`src/rtl/mem_access_pkg.sv`:
```
// Shared types for the memory stage: decoded ops, access sizes and the data bus payloads.
package mem_access_pkg;

    localparam int unsigned XLEN   = 64;
    localparam int unsigned DST_W  = 5;
    localparam int unsigned STRB_W = XLEN / 8;

    typedef enum logic [3:0] {
        OP_NOP, OP_ADD,
        OP_LB, OP_LH, OP_LW, OP_LD,
        OP_LBU, OP_LHU, OP_LWU,
        OP_SB, OP_SH, OP_SW, OP_SD
    } op_t;

    typedef enum logic [1:0] {
        MSIZE1, MSIZE2, MSIZE4, MSIZE8
    } msize_t;

    typedef struct packed {
        logic              valid;
        logic [XLEN-1:0]   addr;
        msize_t            size;
        logic [STRB_W-1:0] strobe;
        logic [XLEN-1:0]   data;
    } dbus_req_t;

    typedef struct packed {
        logic            addr_ok;
        logic            data_ok;
        logic [XLEN-1:0] data;
    } dbus_resp_t;

    typedef struct packed {
        logic   is_mem;
        logic   is_load;
        logic   is_signed;
        msize_t size;
    } op_info_t;

    // Access class of an op: memory/load/signed flags and transfer size.
    function automatic op_info_t decode_op(input op_t op);
        op_info_t info;
        info = '{is_mem: 1'b0, is_load: 1'b0, is_signed: 1'b0, size: MSIZE1};
        case (op)
            OP_LB:   info = '{is_mem: 1'b1, is_load: 1'b1, is_signed: 1'b1, size: MSIZE1};
            OP_LH:   info = '{is_mem: 1'b1, is_load: 1'b1, is_signed: 1'b1, size: MSIZE2};
            OP_LW:   info = '{is_mem: 1'b1, is_load: 1'b1, is_signed: 1'b1, size: MSIZE4};
            OP_LD:   info = '{is_mem: 1'b1, is_load: 1'b1, is_signed: 1'b1, size: MSIZE8};
            OP_LBU:  info = '{is_mem: 1'b1, is_load: 1'b1, is_signed: 1'b0, size: MSIZE1};
            OP_LHU:  info = '{is_mem: 1'b1, is_load: 1'b1, is_signed: 1'b0, size: MSIZE2};
            OP_LWU:  info = '{is_mem: 1'b1, is_load: 1'b1, is_signed: 1'b0, size: MSIZE4};
            OP_SB:   info = '{is_mem: 1'b1, is_load: 1'b0, is_signed: 1'b0, size: MSIZE1};
            OP_SH:   info = '{is_mem: 1'b1, is_load: 1'b0, is_signed: 1'b0, size: MSIZE2};
            OP_SW:   info = '{is_mem: 1'b1, is_load: 1'b0, is_signed: 1'b0, size: MSIZE4};
            OP_SD:   info = '{is_mem: 1'b1, is_load: 1'b0, is_signed: 1'b0, size: MSIZE8};
            default: info = '{is_mem: 1'b0, is_load: 1'b0, is_signed: 1'b0, size: MSIZE1};
        endcase
        return info;
    endfunction

    function automatic logic is_misaligned(input msize_t size, input logic [2:0] a);
        logic mis;
        case (size)
            MSIZE2:  mis = a[0];
            MSIZE4:  mis = |a[1:0];
            MSIZE8:  mis = |a;
            default: mis = 1'b0;
        endcase
        return mis;
    endfunction

endpackage

```
`src/rtl/mem_align.sv`:
```
// Byte-lane alignment: store strobe/data placement and load extract with sign/zero extension.
module mem_align
    import mem_access_pkg::*;
(
    input  op_t               op,
    input  logic [2:0]        addr_lo,
    input  logic [XLEN-1:0]   wdata,
    input  logic [XLEN-1:0]   rdata_raw,
    output logic [STRB_W-1:0] strobe_c,
    output logic [XLEN-1:0]   wdata_c,
    output logic [XLEN-1:0]   rdata_c
);

    op_info_t        info;
    logic [5:0]      shamt;
    logic [XLEN-1:0] rshift;

    always_comb begin
        info     = decode_op(op);
        shamt    = {addr_lo, 3'b000};
        rshift   = rdata_raw >> shamt;
        strobe_c = '0;
        wdata_c  = '0;
        rdata_c  = '0;

        if (info.is_mem && !info.is_load) begin
            wdata_c = wdata << shamt;
            case (info.size)
                MSIZE1:  strobe_c = STRB_W'(8'h01) << addr_lo;
                MSIZE2:  strobe_c = STRB_W'(8'h03) << addr_lo;
                MSIZE4:  strobe_c = STRB_W'(8'h0F) << addr_lo;
                default: strobe_c = STRB_W'(8'hFF);
            endcase
        end

        if (info.is_load) begin
            case (info.size)
                MSIZE1:  rdata_c = {{56{info.is_signed & rshift[7]}},  rshift[7:0]};
                MSIZE2:  rdata_c = {{48{info.is_signed & rshift[15]}}, rshift[15:0]};
                MSIZE4:  rdata_c = {{32{info.is_signed & rshift[31]}}, rshift[31:0]};
                default: rdata_c = rshift;
            endcase
        end
    end

endmodule

```
`src/rtl/mem_access.sv`:
```
// Memory pipeline stage: accepts one op, runs a single outstanding dbus transaction, returns one result.
module mem_access
    import mem_access_pkg::*;
(
    input  logic             clk,
    input  logic             reset,
    input  logic             in_valid,
    output logic             in_ready,
    input  op_t              in_op,
    input  logic [XLEN-1:0]  in_addr,
    input  logic [XLEN-1:0]  in_wdata,
    input  logic [DST_W-1:0] in_dst,
    output logic             out_valid,
    output logic [XLEN-1:0]  out_rdata,
    output logic [DST_W-1:0] out_dst,
    output logic             out_misalign,
    output dbus_req_t        dreq,
    input  dbus_resp_t       dresp
);

    typedef enum logic [1:0] {ST_IDLE, ST_REQ, ST_RESP} state_t;

    state_t           state_q, state_d;
    op_t              op_q, op_d;
    logic [XLEN-1:0]  addr_q, addr_d;
    logic [XLEN-1:0]  wdata_q, wdata_d;
    logic [DST_W-1:0] dst_q, dst_d;
    logic             in_ready_q, in_ready_d;
    logic             out_valid_q, out_valid_d;
    logic [XLEN-1:0]  out_rdata_q, out_rdata_d;
    logic [DST_W-1:0] out_dst_q, out_dst_d;
    logic             out_misalign_q, out_misalign_d;
    logic             mem_done;

    logic [STRB_W-1:0] strobe_c;
    logic [XLEN-1:0]   store_data_c;
    logic [XLEN-1:0]   load_data_c;

    mem_align u_align (
        .op        (op_q),
        .addr_lo   (addr_q[2:0]),
        .wdata     (wdata_q),
        .rdata_raw (dresp.data),
        .strobe_c  (strobe_c),
        .wdata_c   (store_data_c),
        .rdata_c   (load_data_c)
    );

    // Request fields come only from latched state, so they hold until data_ok.
    assign dreq = '{valid:  (state_q != ST_IDLE),
                    addr:   addr_q,
                    size:   decode_op(op_q).size,
                    strobe: strobe_c,
                    data:   store_data_c};

    assign in_ready     = in_ready_q;
    assign out_valid    = out_valid_q;
    assign out_rdata    = out_rdata_q;
    assign out_dst      = out_dst_q;
    assign out_misalign = out_misalign_q;

    always_comb begin
        state_d        = state_q;
        op_d           = op_q;
        addr_d         = addr_q;
        wdata_d        = wdata_q;
        dst_d          = dst_q;
        out_valid_d    = 1'b0;
        out_rdata_d    = '0;
        out_dst_d      = '0;
        out_misalign_d = 1'b0;
        mem_done       = 1'b0;

        case (state_q)
            ST_IDLE: begin
                if (in_valid && in_ready_q) begin
                    op_d    = in_op;
                    addr_d  = in_addr;
                    wdata_d = in_wdata;
                    dst_d   = in_dst;
                    if (!decode_op(in_op).is_mem) begin
                        out_valid_d = 1'b1;
                        out_dst_d   = in_dst;
                    end else if (is_misaligned(decode_op(in_op).size, in_addr[2:0])) begin
                        out_valid_d    = 1'b1;
                        out_misalign_d = 1'b1;
                        out_dst_d      = decode_op(in_op).is_load ? in_dst : '0;
                        mem_done       = 1'b1;
                    end else begin
                        state_d = ST_REQ;
                    end
                end
            end
            ST_REQ: begin
                if (dresp.addr_ok) begin
                    if (dresp.data_ok) begin
                        state_d     = ST_IDLE;
                        out_valid_d = 1'b1;
                        out_rdata_d = load_data_c;
                        out_dst_d   = decode_op(op_q).is_load ? dst_q : '0;
                        mem_done    = 1'b1;
                    end else begin
                        state_d = ST_RESP;
                    end
                end
            end
            ST_RESP: begin
                if (dresp.data_ok) begin
                    state_d     = ST_IDLE;
                    out_valid_d = 1'b1;
                    out_rdata_d = load_data_c;
                    out_dst_d   = decode_op(op_q).is_load ? dst_q : '0;
                    mem_done    = 1'b1;
                end
            end
            default: state_d = ST_IDLE;
        endcase

        // A finishing memory op blocks the next accept for its result cycle.
        in_ready_d = (state_d == ST_IDLE) && !mem_done;
    end

    always_ff @(posedge clk) begin
        if (reset) begin
            state_q        <= ST_IDLE;
            op_q           <= OP_NOP;
            addr_q         <= '0;
            wdata_q        <= '0;
            dst_q          <= '0;
            in_ready_q     <= 1'b1;
            out_valid_q    <= 1'b0;
            out_rdata_q    <= '0;
            out_dst_q      <= '0;
            out_misalign_q <= 1'b0;
        end else begin
            state_q        <= state_d;
            op_q           <= op_d;
            addr_q         <= addr_d;
            wdata_q        <= wdata_d;
            dst_q          <= dst_d;
            in_ready_q     <= in_ready_d;
            out_valid_q    <= out_valid_d;
            out_rdata_q    <= out_rdata_d;
            out_dst_q      <= out_dst_d;
            out_misalign_q <= out_misalign_d;
        end
    end

endmodule

```
`config.mk`:
```
export PLATFORM = sky130hd
export DESIGN_NAME = mem_access
export DESIGN_NICKNAME = d
export VERILOG_FILES = /design/src/rtl/mem_access_pkg.sv /design/src/rtl/mem_align.sv /design/src/rtl/mem_access.sv
export SDC_FILE = /design/constraint.sdc
export NUM_CORES = 1
export LEC_CHECK = 0
export CAP_MARGIN = 20
export CORE_ASPECT_RATIO = 0.9
export CORE_MARGIN = 10
export CORE_UTILIZATION = 49
export DETAILED_ROUTE_END_ITERATION = 7
export GPL_TIMING_DRIVEN = 1
export HOLD_SLACK_MARGIN = 0.05
export PLACE_DENSITY = 0.87
export SETUP_SLACK_MARGIN = 0.5
export SYNTH_ARGS = -nofsm -noshare
export SYNTH_HDL_FRONTEND = slang
export SYNTH_SLANG_ARGS = --single-unit
```
`constraint.sdc`:
```
create_clock -name clk -period 6.2 [get_ports clk]
set_input_delay 0.93 -clock clk [delete_from_list [all_inputs] [get_ports clk]]
set_output_delay 0.93 -clock clk [all_outputs]
set_load 0.1 [all_outputs]
```
Yosys cells after proc, flatten, opt, wreduce, memory -nomap -nowiden --
Memories as Yosys holds them, arrays and structs flattened. A register that Yosys moved wholly into a read port is not among the register bits. Cells that the tools add are included.
Storage, ports and cells: register bits 211, memory bits (read-only) 560, input port bits 206, output and inout bits 211, memories 7
Memories:
- (no name shown) | words 16, bits a word 5, read ports 1, clocked after Yosys merged registers in 0, write ports 0, RTL line mem_access_pkg.sv:44 | case (op)
- (no name shown) | words 16, bits a word 5, read ports 1, clocked after Yosys merged registers in 0, write ports 0, RTL line mem_access_pkg.sv:44
- (no name shown) | words 16, bits a word 5, read ports 1, clocked after Yosys merged registers in 0, write ports 0, RTL line mem_access_pkg.sv:44
- (no name shown) | words 16, bits a word 5, read ports 1, clocked after Yosys merged registers in 1, write ports 0, RTL line mem_access_pkg.sv:44
- (no name shown) | words 16, bits a word 5, read ports 1, clocked after Yosys merged registers in 1, write ports 0, RTL line mem_access_pkg.sv:44
- (no name shown) | words 16, bits a word 5, read ports 1, clocked after Yosys merged registers in 1, write ports 0, RTL line mem_access_pkg.sv:44
- 1 more memories
Cells by class: equality and inequality tests 7, shift-type cells 5, mux-type cells 60, bitwise gates (word level) 4, reduce and logical (&&, ||, !) cells 13
Operators by type and width (count):
- 2-to-1 mux 64 bit | 4
- case mux 64 bit (3 select lines) | 1
- case mux 64 bit (2 select lines) | 1
- 2-to-1 mux 4 bit | 17
- left shift 64 x 6 -> 64 bit | 1
- right shift 64 x 6 -> 64 bit | 1
- 2-to-1 mux 5 bit | 11
- case mux 8 bit (3 select lines) | 1
- 2-to-1 mux 2 bit | 9
- case mux 5 bit (3 select lines) | 1
- 2-to-1 mux 1 bit | 10
- case mux 1 bit (3 select lines) | 3
- == test 2 bit, second input constant | 4
- 2-to-1 mux 8 bit | 1
- left shift 1 x 3 -> 8 bit, first input constant | 1
- left shift 2 x 3 -> 8 bit, first input constant | 1
- left shift 4 x 3 -> 8 bit, first input constant | 1
- == test 2 x 1 -> 1 bit, second input constant | 3
- logical NOT 2 bit | 3
- case mux 2 bit (3 select lines) | 1
- OR reduction 2 bit | 2
- bitwise AND 1 bit | 3
- logical AND 1 bit | 3
- OR reduction 3 bit | 1
- 4 further kinds | 5

Logic depth before layout (Yosys ltp) --
depth after elaboration 20, gate-level depth with buffers 11, mapped depth without buffers 9

Modules after synthesis --
A second synthesis with hierarchy kept.
Second synthesis, totals: cell total of the unflattened synthesis 1446, area, all modules 12106.6 um^2
Modules (own cells, without submodules):
- mem_access | instances 1, cells each 829, area an instance 7379.6 um^2
- mem_align | instances 1, cells each 617, area an instance 4727.0 um^2

Least setup slack after synthesis --
Ideal clock, no wire load.
path type reg-to-output, start point register addr_q[0], end point output dreq[28] in the netlist's numbering, arrival 4.445 ns, path slack 0.825 ns, cell stages (with the launch flop) 7, cells stage by stage dfxtp_1 > buf_4 > buf_4 > buf_2 > buf_2 > mux2i_1 > a211oi_1
RTL lines:
- start: declaration | RTL line mem_access.sv:25 | logic [XLEN-1:0] addr_q, addr_d;
- start signal: assignment | RTL line mem_access.sv:138 | addr_q <= addr_d;
- end: declaration | RTL line mem_access.sv:17 | output dbus_req_t dreq,

==> impl_results.md <==
- Final GP Congestion: 0.941
- Fin nets: 1916
- Unrepaired setup endpoints after global routing: no
- Die width: 181 µm
- Clock slew seen by the registers of the worst setup and hold paths: 60 ps
- Top Ports: 417
- Post-synthesis instance total: around 1400
- Antenna-violating nets left: 0
- P&R area growth vs syn: 43.6%
- CTS Hold Buffers Added: 0
- Largest net degree at the start of global routing: 110
- Max_cap viols: 0
- Fin. max-slew vios: 0
- Startpoint types: flop
- CTS buffer count: 24
- Vias in the first global route: about 12000
- Register area: 4330 µm²
- GR Overflow Total: 0
- Peak supply drop: ~280 µV
- Multi-input logic area: ~6500 µm²
- Starting DRC count in detailed routing: 1280
- Setup CP Type: flop to primary output
- Setup TNS: 0 ps
- Via count: 11800
- Post-Syn Area: 11400 µm²
- Hold depth: 2
- Final Skew: 19.0 ps
- Commonest cells after routing, fill and taps aside: 415 x clkdlybuf4s50_1, 325 x nand2_1, 213 x dfxtp_1
- Root Driver: clkbuf_16
- Synth Flop Type: dfxtp_1
- GRT Overall Usage: 0.292
- Routed WL per cell: around 23 µm
- Initial antenna violation count: 7
- Via density: 5.89
- Fraction of registers with async set/reset: 0
- Setup crit end kind: primary output
- Fin crit period: 4990 ps
- Pwr per Cell Area: 291 nW/µm²
- Hold WC Path Type: flop to flop
- Synthesized area per cell: 8.41 µm²
- Seq/Total Area, Yosys: 0.378
- Data required, critical path: 5270 ps
- Final core area utilization: 0.723
- # fillers: 1682
- Clock sinks: ~220
- DR pass1 iterations: 6
- Clock buffer depth: 3
- Cell Rows: 52
- Leading cell type in the layout, fill and taps excluded: clkdlybuf4s50_1
- Post-DP HPWL: roughly 34000 µm
- H-tree depth reported by CTS: 1
- Endpoints failing hold: 0
- Yosys warns: 0
- Final worst path period share: 0.805
- Die Span Y: around 160 µm
- Critical Path AT: 4060 ps
- Std-Cell Core Area: 22700 µm²
- Synthesis-stage register bit count: 216
- Post-CTS setup repair buffer count: 0
- Initial Utilization: 0.504
- Detailed Route WL: 46500 µm
- Synth cell types: 54
- Die area: 29900 µm²
- Worst Tran Pin Value: 1080 ps
- Global-route wire length before repair: between 60000 and 70000 µm
- Setup violators final: 0
- Buffers added on ports: 416
- DRC viols: 0
- Status: finished clean
- CTS tree: built
- Syn nets: around 1600
- R2R cell count: 6
- Share of layout cells above drive strength 1: 0.102
- Post-synth EDFFs: 0
- Relative slew margins: 0.275
- Clock latency on the worst-skew pair: between 500 and 600 ps
- Post-CTS sizing: 0
- Fmax: ~0.2 GHz
- LEAKAGE: 6.04 nW
- Max Fanout on Critical Path: 55
[cells in the mapped netlist (5+ instances only)]
master	instances	share of area
o21ai_0	36	0.016
nand2_1	325	0.11
mux2i_1	71	0.062
o2bb2ai_1	7	0.0054
a211oi_1	9	0.0059
dfxtp_1	216	0.38
a22o_1	5	0.0038
o22a_1	13	0.010
clkbuf_1	73	0.024
a21oi_2	20	0.015
nand2b_1	7	0.0038
mux2_2	31	0.031
buf_2	27	0.012
a21oi_1	190	0.083
inv_1	16	0.0052
nor3_1	6	0.0026
nor2b_1	13	0.0071
and2_1	8	0.0044
nor3b_1	9	0.0059
ha_1	18	0.020
or2_2	5	0.0027
o21a_1	10	0.0066
nor2_1	97	0.032
and3_1	14	0.0077
mux4_2	48	0.094
nand3_1	6	0.0026
buf_1	15	0.0049
a22oi_1	24	0.016
[metrics by stage]
step                cells  hold slack (ps)  worst slack, ps  total power [mW]  instance area, µm²
global route         2006              466              971              4.95               16400
global placement     1962              441             1790              3.26               15600
floorplan            1360              433              825              2.79               11400
finish               2009              455             1210              4.78               16400
detailed placement   1962              448             1790              3.29               15600
CTS                  2004              455             1230              4.79               16400
[flip-flops by register name, summed over array words and instances, names as in the netlist]
register,cells
u_align.info,5
state_q,2
in_ready,1
op_q,4
out_misalign,1
out_valid,1
dst_q,5
out_rdata,64
addr_q,64
out_dst,5
wdata_q,64
[final timing paths]
check             startpoint            end  slack [ps]
hold / removal    addr_q[41]     addr_q[41]         460
setup / recovery   addr_q[1]       dreq[22]        1210
setup reg to reg   addr_q[0]  out_rdata[17]        2900
hold reg to reg   addr_q[41]     addr_q[41]         460
[cell families after synthesis]
group / after synthesis / synth area share
and+or+nand+nor: 496 / 0.180
AOI/OAI and AO/OA: 338 / 0.179
DFF: 216 / 0.378
muxes: 153 / 0.191
buffers and inverters: 139 / 0.0525
adders and majority gates: 18 / 0.0197
[worst max-delay path, stage by stage, from the launching register on]
cell and delay, ps:
dfxtp_4 830, buf_4 740, mux2i_1 160, o21ai_0 300, nor3b_1 260, clkdlybuf4s50_1 1200
[per-layer routing]
layer	part of all wire	global-route usage
met2	0.48	0.496
met5	0.0013	0
met3	0.11	0.106
met4	0.039	0.109
met1	0.37	0.333
[power breakdown]
| part | total [mW] | internal [mW] | switching (mW) | leakage (nW) |
|---|---|---|---|---|
| clock | 1.50 | 0.908 | 0.588 | 0.413 |
| sequential | 1.61 | 1.49 | 0.126 | 1.76 |
| combinational | 1.67 | 0.542 | 1.13 | 3.86 |
[cell type report]
class                      instances  share of cell area
clock buffer                      32              0.0421
antenna                            4            0.000609
inverter                          16             0.00366
sequential                       216               0.264
clock inverter                    10             0.00853
multi-input combinational       1005               0.398
tap                              297              0.0226
timing repair buffer             429               0.260
(Power assumes the default switching activity.)
